File: config.mk
export PLATFORM = sky130hd
export DESIGN_NAME = multicycle_ctrl_fsm_flat
export DESIGN_NICKNAME = d
export VERILOG_FILES = /design/src/rtl/multicycle_ctrl_fsm_if.sv /design/src/rtl/multicycle_ctrl_fsm.sv /design/src/flat_wrapper.sv
export SDC_FILE = /design/constraint.sdc
export NUM_CORES = 1
export LEC_CHECK = 0
export ABC_CLOCK_PERIOD_IN_PS = 1700
export BUFFER_PORTS_ARGS = -buffer_cell sky130_fd_sc_hd__buf_2
export CORE_AREA = 2 2 39 41
export CTS_CLUSTER_DIAMETER = 100
export DETAILED_ROUTE_END_ITERATION = 8
export DIE_AREA = 0 0 41 43
export PLACE_DENSITY = 0.81
export SLEW_MARGIN = 10
export SYNTH_ARGS = -nofsm -noshare
export SYNTH_HDL_FRONTEND = slang
export SYNTH_SLANG_ARGS = --single-unit
File: constraint.sdc
create_clock -name clk -period 1.7 [get_ports clk]
set_input_delay 0.17 -clock clk [delete_from_list [all_inputs] [get_ports clk]]
set_output_delay 0.17 -clock clk [all_outputs]
set_load 0.02 [all_outputs]
File: src/rtl/multicycle_ctrl_fsm_if.sv
// Controller <-> datapath bundle: opcode/flags in, enables and mux selects out.
// master = controller side, slave = datapath side.
interface multicycle_ctrl_fsm_if;
    logic [6:0] op;
    logic       zero;
    logic       mem_ready;
    logic       pc_write;
    logic       ir_write;
    logic       reg_write;
    logic       mem_write;
    logic       adr_src;
    logic [1:0] result_src;
    logic [1:0] alu_src_a;
    logic [1:0] alu_src_b;
    logic [1:0] alu_op;
    logic [1:0] imm_src;
    logic       illegal_op;
    logic [3:0] state_o;

    modport master (
        input  op, zero, mem_ready,
        output pc_write, ir_write, reg_write, mem_write, adr_src,
               result_src, alu_src_a, alu_src_b, alu_op, imm_src,
               illegal_op, state_o
    );

    modport slave (
        output op, zero, mem_ready,
        input  pc_write, ir_write, reg_write, mem_write, adr_src,
               result_src, alu_src_a, alu_src_b, alu_op, imm_src,
               illegal_op, state_o
    );
endinterface

File: src/rtl/multicycle_ctrl_fsm.sv
// Multicycle RISC-V control FSM: Moore datapath controls plus pc_write/imm_src/illegal_op.
// Latency: lw 5, sw/R/I/jal 4, beq 3, illegal 2 cycles; state updates on clk only.
// Backpressure: with MC_MEMWAIT_EN, FETCH/MEMREAD/MEMWRITE stall until mem_ready, else ignored.
module multicycle_ctrl_fsm (
    input  logic                   clk,
    input  logic                   rst,
    multicycle_ctrl_fsm_if.master  bus
);
    typedef enum logic [3:0] {
        FETCH    = 4'd0,
        DECODE   = 4'd1,
        MEMADR   = 4'd2,
        MEMREAD  = 4'd3,
        MEMWB    = 4'd4,
        MEMWRITE = 4'd5,
        EXECR    = 4'd6,
        EXECI    = 4'd7,
        ALUWB    = 4'd8,
        JAL      = 4'd9,
        BEQ      = 4'd10
    } state_t;

    localparam logic [6:0] OpLw   = 7'b0000011;
    localparam logic [6:0] OpSw   = 7'b0100011;
    localparam logic [6:0] OpR    = 7'b0110011;
    localparam logic [6:0] OpI    = 7'b0010011;
    localparam logic [6:0] OpJal  = 7'b1101111;
    localparam logic [6:0] OpBeq  = 7'b1100011;

    state_t     state, nextState;
    logic       accessDone;
    logic       pcUpdate, branch, irWrite, regWrite, memWrite, adrSrc, illegal;
    logic [1:0] resultSrc, aluSrcA, aluSrcB, aluOp, immSrc;

`ifdef MC_MEMWAIT_EN
    assign accessDone = bus.mem_ready;
`else
    logic unusedMemReady;
    assign unusedMemReady = bus.mem_ready;
    assign accessDone     = 1'b1;
`endif

    always_ff @(posedge clk) begin
        if (rst) state <= FETCH;
        else     state <= nextState;
    end

    always_comb begin
        nextState = FETCH;
        pcUpdate  = 1'b0;
        branch    = 1'b0;
        irWrite   = 1'b0;
        regWrite  = 1'b0;
        memWrite  = 1'b0;
        adrSrc    = 1'b0;
        illegal   = 1'b0;
        resultSrc = 2'b00;
        aluSrcA   = 2'b00;
        aluSrcB   = 2'b00;
        aluOp     = 2'b00;
        case (state)
            FETCH: begin
                aluSrcB   = 2'b10;
                resultSrc = 2'b10;
                // PC/IR only advance on the cycle the fetch actually lands
                irWrite   = accessDone;
                pcUpdate  = accessDone;
                nextState = accessDone ? DECODE : FETCH;
            end
            DECODE: begin
                aluSrcA = 2'b01;
                aluSrcB = 2'b01;
                case (bus.op)
                    OpLw, OpSw: nextState = MEMADR;
                    OpR:        nextState = EXECR;
                    OpI:        nextState = EXECI;
                    OpJal:      nextState = JAL;
                    OpBeq:      nextState = BEQ;
                    default: begin
                        nextState = FETCH;
                        illegal   = 1'b1;
                    end
                endcase
            end
            MEMADR: begin
                aluSrcA   = 2'b10;
                aluSrcB   = 2'b01;
                nextState = (bus.op == OpLw) ? MEMREAD : MEMWRITE;
            end
            MEMREAD: begin
                adrSrc    = 1'b1;
                nextState = accessDone ? MEMWB : MEMREAD;
            end
            MEMWB: begin
                resultSrc = 2'b01;
                regWrite  = 1'b1;
                nextState = FETCH;
            end
            MEMWRITE: begin
                adrSrc    = 1'b1;
                memWrite  = 1'b1;
                nextState = accessDone ? FETCH : MEMWRITE;
            end
            EXECR: begin
                aluSrcA   = 2'b10;
                aluOp     = 2'b10;
                nextState = ALUWB;
            end
            EXECI: begin
                aluSrcA   = 2'b10;
                aluSrcB   = 2'b01;
                aluOp     = 2'b10;
                nextState = ALUWB;
            end
            ALUWB: begin
                regWrite  = 1'b1;
                nextState = FETCH;
            end
            JAL: begin
                aluSrcA   = 2'b01;
                aluSrcB   = 2'b10;
                pcUpdate  = 1'b1;
                nextState = ALUWB;
            end
            BEQ: begin
                aluSrcA   = 2'b10;
                aluOp     = 2'b01;
                branch    = 1'b1;
                nextState = FETCH;
            end
            default: nextState = FETCH;
        endcase
    end

    always_comb begin
        case (bus.op)
            OpSw:    immSrc = 2'b01;
            OpBeq:   immSrc = 2'b10;
            OpJal:   immSrc = 2'b11;
            default: immSrc = 2'b00;
        endcase
    end

    // Reset masks every control so the datapath is quiescent while rst is held
    assign bus.pc_write   = ~rst & (pcUpdate | (branch & bus.zero));
    assign bus.ir_write   = ~rst & irWrite;
    assign bus.reg_write  = ~rst & regWrite;
    assign bus.mem_write  = ~rst & memWrite;
    assign bus.adr_src    = ~rst & adrSrc;
    assign bus.illegal_op = ~rst & illegal;
    assign bus.result_src = rst ? 2'b00 : resultSrc;
    assign bus.alu_src_a  = rst ? 2'b00 : aluSrcA;
    assign bus.alu_src_b  = rst ? 2'b00 : aluSrcB;
    assign bus.alu_op     = rst ? 2'b00 : aluOp;
    assign bus.imm_src    = rst ? 2'b00 : immSrc;
    assign bus.state_o    = state;
endmodule
File: src/flat_wrapper.sv
// flat-port wrapper written by rule: the top's interface ports become plain ports
module multicycle_ctrl_fsm_flat 
  (clk, rst, bus_op, bus_zero, bus_mem_ready, bus_pc_write, bus_ir_write, bus_reg_write, bus_mem_write, bus_adr_src, bus_result_src, bus_alu_src_a, bus_alu_src_b, bus_alu_op, bus_imm_src, bus_illegal_op, bus_state_o);
  multicycle_ctrl_fsm_if bus_i ();
  input  logic clk;
  input  logic rst;
  input wire logic [$bits(bus_i.op)-1:0] bus_op;
  input wire logic [$bits(bus_i.zero)-1:0] bus_zero;
  input wire logic [$bits(bus_i.mem_ready)-1:0] bus_mem_ready;
  output wire logic [$bits(bus_i.pc_write)-1:0] bus_pc_write;
  output wire logic [$bits(bus_i.ir_write)-1:0] bus_ir_write;
  output wire logic [$bits(bus_i.reg_write)-1:0] bus_reg_write;
  output wire logic [$bits(bus_i.mem_write)-1:0] bus_mem_write;
  output wire logic [$bits(bus_i.adr_src)-1:0] bus_adr_src;
  output wire logic [$bits(bus_i.result_src)-1:0] bus_result_src;
  output wire logic [$bits(bus_i.alu_src_a)-1:0] bus_alu_src_a;
  output wire logic [$bits(bus_i.alu_src_b)-1:0] bus_alu_src_b;
  output wire logic [$bits(bus_i.alu_op)-1:0] bus_alu_op;
  output wire logic [$bits(bus_i.imm_src)-1:0] bus_imm_src;
  output wire logic [$bits(bus_i.illegal_op)-1:0] bus_illegal_op;
  output wire logic [$bits(bus_i.state_o)-1:0] bus_state_o;
  assign bus_i.op = bus_op;
  assign bus_i.zero = bus_zero;
  assign bus_i.mem_ready = bus_mem_ready;
  assign bus_pc_write = bus_i.pc_write;
  assign bus_ir_write = bus_i.ir_write;
  assign bus_reg_write = bus_i.reg_write;
  assign bus_mem_write = bus_i.mem_write;
  assign bus_adr_src = bus_i.adr_src;
  assign bus_result_src = bus_i.result_src;
  assign bus_alu_src_a = bus_i.alu_src_a;
  assign bus_alu_src_b = bus_i.alu_src_b;
  assign bus_alu_op = bus_i.alu_op;
  assign bus_imm_src = bus_i.imm_src;
  assign bus_illegal_op = bus_i.illegal_op;
  assign bus_state_o = bus_i.state_o;
  multicycle_ctrl_fsm u_core (.clk(clk), .rst(rst), .bus(bus_i));
endmodule
; After elaboration in Yosys (flattened, before gate mapping)
; Index checks and enable logic that the tools add are counted.
[totals]
wordCells = 58
input_bits = 11
output_inout_bits = 20
regBits = 4
[op_classes]
bitwise_logic = 9
eq_ne = 16
mux = 21
n_reduce_logical = 11
[op_table]
columns = op, n
row1 = $pmux W4 S5, 2
row2 = $eq A4 B3 Y1 const B, 4
row3 = $pmux W2 S2, 4
row4 = $eq A7 B6 Y1 const B, 2
row5 = $eq A7 B7 Y1 const B, 2
row6 = $eq A4 B4 Y1 const B, 3
row7 = $reduce_or A2 Y1, 6
row8 = $mux W2, 5
row9 = $eq A4 B2 Y1 const B, 2
row10 = $mux W1, 8
row11 = $and A1 B1 Y1, 7
row12 = $eq A7 B2 Y1 const B, 1
row13 = $eq A7 B5 Y1 const B, 1
row14 = $pmux W2 S3, 1
row15 = $reduce_or A3 Y1, 2
row16 = $reduce_or A6 Y1, 1
row17 = $eq A4 B1 Y1 const B, 1
row18 = $logic_not A4 Y1, 1
row19 = $reduce_or A4 Y1, 1
row20 = $mux W3, 1
row21 = $not A1 Y1, 1
row22 = $or A1 B1 Y1, 1

; Longest topological paths before layout
[logic_depth]
ltp_word = 5
depth_mapped = 4

; Worst setup path before layout
; Ideal clock, no wire load.
[synth_timing]
path_type = reg2out
from = register u_core.state[1] (netlist: u_core.bus.state_o[1])
to = output bus_alu_src_a[1]
arrival_ns = 1.814
path_slack_ns = -0.284
n_path_buf = 1
stages_incl_launch_ff = 4
path_cell_list = dfxtp_1 buf_2 inv_1 a2111oi_0
[synth_via]
elab_chain_len = 4
[synth_rtl]
columns = item, line
row1 = start: declaration, multicycle_ctrl_fsm.sv:30  ; state_t state, nextState;
row2 = start signal: assignment, multicycle_ctrl_fsm.sv:45  ; else state <= nextState;
row3 = "$eq A4 B4 Y1, or another cell as far along", multicycle_ctrl_fsm.sv:61  ; case (state)
row4 = $reduce_or A4 Y1 (no line) or $reduce_or A2 Y1 (tied branches), n/a
row5 = $pmux W2 S2 (*), multicycle_ctrl_fsm.sv:61
row6 = $mux W2 (*), multicycle_ctrl_fsm.sv:152  ; assign bus.alu_src_a = rst ? 2'b00 : aluSrcA;
row7 = end: declaration, flat_wrapper.sv:16  ; output wire logic [$bits(bus_i.alu_src_a)-1:0] bus_alu_src_a;
; Every way passes the cells marked *; elsewhere a longest branch is shown, timed or not.

; Worst setup path in the final report
[layout_timing]
from = register u_core.state[0] (netlist: u_core.bus.state_o[0])
to = output bus_alu_src_a[0]
; Same word-level chain as after synthesis.

==> impl_metrics.tcl <==
set metrics [dict create \
    finalPower_w 0.0003215 \
    rows 14 \
    synth_flop_cell "dfxtp_1" \
    grt_max_degree 11 \
    syn-mean-instance-area_um2 7.805 \
    cap_violations 0 \
    clk_latency_ps 230 \
    dpl.hpwl_mm 1.039 \
    die_h_um 43 \
    dr.pass1.iters 4 \
    io_pins 31 \
    yosysWarnings 0 \
    antenna_found_initial 0 \
    pre_cts_ws_ps 208.3 \
    synth-async-reset-ratio_pct 0 \
    via_per_inst 5.269 \
    rsz0062_at_grt "false" \
    path_clk_slew_ps 40 \
    grt_pass1_vias 478 \
    synth_edf_count 0 \
    synth_fa_ha_area_share_pct 0 \
    ant_nets 0 \
    top_usage_layer "met2" \
    fin_worst_skew_ps 5.344 \
    start_util_pct 35.53 \
    use_met1_pct 17.63 \
    area_delta_synth_final_pct 32.57 \
    leakage_nw 0.3437 \
    synth_cells 63 \
    io_buffers 29 \
    fin_area_um2 651.9 \
    cts_tree "yes" \
    gp_congestion 0.8414 \
    antenna_cells 0 \
    cp.required_ps 1530 \
    min_period_over_period_pct 93.53 \
    utilization_pct 47.11 \
    cts_buffers 3 \
    first_iter_violations 11 \
    start_kind "flip-flop" \
    post_dp_cell_area_um2 620.6 \
    largest_reg_flops 4 \
    worstHoldStart "bus_op[4]" \
    slew_viol_final 0 \
    worst_pin_slew_ps 337.4 \
    cp-end-kind "output pin" \
    worstHoldPathType "input pin to flip-flop" \
    outcome "completed" \
    synth-seq-cells 4 \
    cpMaxStageDelayCell "dfxtp_2" \
    setup_viol 0 \
    syn_area_um2 491.7 \
    ff2ff_setup_slack_ps 450 \
    finalSetupTns_ps 0 \
    r2r_cells 3 \
    core_area_um2 1384 \
    ys_types 33 \
    die_width_um 41 \
    drive_gt1_share_pct 47.83 \
    vdd_drop_max_mv 0.3400 \
    grt_overflow 0 \
    clock_sinks 4 \
    clk_path_buf_depth 2 \
    grt.total_usage_pct 15.95 \
    nets 105 \
    hold_buffers 0 \
    whs_endpoint "u_core.bus.state_o[0]" \
    use_met2_pct 27.81 \
    ys_seq_area_share_pct 16.28 \
    synth-xor-area-share_pct 8.906 \
    synthMuxAreaShare_pct 2.036 \
    synthSimpleGateAreaFrac_pct 41.98 \
    synth_compound_area_share_pct 16.03 \
    dieArea_um2 1763 \
    fmax_ghz 0.6289 \
    worstReg2RegStart "u_core.bus.state_o[1]" \
    vias 569 \
    hold_depth 3 \
    htree_levels 1 \
    power.density_nw_per_um2 493.2 \
    crit_type "flip-flop to output pin" \
    post_drt_wl_per_cell_um 12.35 \
    drc 0 \
    wirelength_mm 1.334 \
    hold_viol_final 0 \
    path_cells "or2b_2 > nor3_1 > buf_2" \
    grt.met3_usage_pct 6.283 \
    fin_ws_ps 109.9 \
    timing.rr.end "u_core.bus.state_o[1]" \
    cts_root_buffer "clkbuf_4" \
    critPathMaxFanout 8 \
    syn-num-nets 74 \
    synth_top_family_by_area "simple AND/OR/NAND/NOR gates" \
    grt_pass1_wl_mm 1.959 \
    slowest_delay_ps 390 \
    slew_headroom_pct 77.48 \
    min_period_ps 1590 \
    cp.arrival_ps 1420 \
]
## critical path, delay by kind of cell, from the launching register on
| kind | cells | cell delay, ps |
|---|---|---|
| buffers and inverters | 1 | 220 |
| flip-flops | 1 | 390 |
| AND/OR/NAND/NOR | 2 | 570 |
## report_power, final
group / internal, W / switching (W)
registers: 0.0000971 / 0.00000492
clock network: 0.0000790 / 0.0000395
logic: 0.0000425 / 0.0000585
## worst max-delay path by stage
stage                          start                end  slack, ps
6_report       u_core.bus.state_o[0]   bus_alu_src_a[0]        110
5_1_grt        u_core.bus.state_o[0]   bus_alu_src_a[0]         60
4_1_cts        u_core.bus.state_o[0]     bus_illegal_op         30
3_5_place_dp   u_core.bus.state_o[2]  bus_result_src[1]        210
3_3_place_gp   u_core.bus.state_o[2]       bus_ir_write        270
2_1_floorplan  u_core.bus.state_o[1]   bus_alu_src_a[1]        -40
## stage by stage
stage          cells  hold WS (ps)
6_report         108         249.8
5_1_grt          108         252.3
4_1_cts          108         244.1
3_5_place_dp     105         495.4
3_3_place_gp     105         499.6
2_1_floorplan     63         332.9
## cell usage in the layout, fill, tap and decap left out, types with 3 or more instances in the layout
master and count:
buf_2 29, and3_1 3, dfxtp_2 3, clkbuf_4 3, buf_4 3, nor3_1 4
xnor2_1 4, nor2_1 8, nand2_1 3
## cells by family (layout without fill, tap and decap cells)
group	Yosys count	in the layout
AND/OR/NAND/NOR	34	34
AO/OA/AOI/OAI	11	11
buffers and inverters	8	37
XOR/XNOR	5	5
flip-flops	4	4
multiplexers	1	1
## routing by layer
metal  part of all wire, %  vias to the layer above
met2                    49                       23
met4                     0                        0
li1                      -                      286
met3                   6.1                        0
met1                    45                      260
met5                     0                        -
## repair_timing
item	CTS	global route
pin swaps	0	0
gates resized for setup	1	3
setup endpoints to repair	3	4
endpoints found under the hold margin	0	0
setup buffers	0	0
## cell usage after synthesis (2+ instances only)
master | number | share of area [%]
a21oi_1 | 2 | 2.0
a31oi_1 | 2 | 2.5
and3_1 | 3 | 3.8
and4b_1 | 2 | 4.1
and4bb_2 | 2 | 5.1
clkbuf_8 | 3 | 8.4
dfxtp_1 | 4 | 16
inv_1 | 2 | 1.5
nand2_1 | 3 | 2.3
nand3_1 | 2 | 2.0
nand3b_1 | 2 | 3.1
nor2_1 | 8 | 6.1
nor3_1 | 5 | 5.1
xnor2_1 | 4 | 7.1
## cell type report
class                           count  area (um^2)
Fill cell                         143        732.0
Multi-Input combinational cell     51        350.3
Timing Repair Buffer               32        167.7
Sequential cell                     4        83.83
Clock buffer                        3        22.52
Tap cell                           16        20.02
Inverter                            2        7.507
Note: power is estimated with default switching activity, not from simulation.
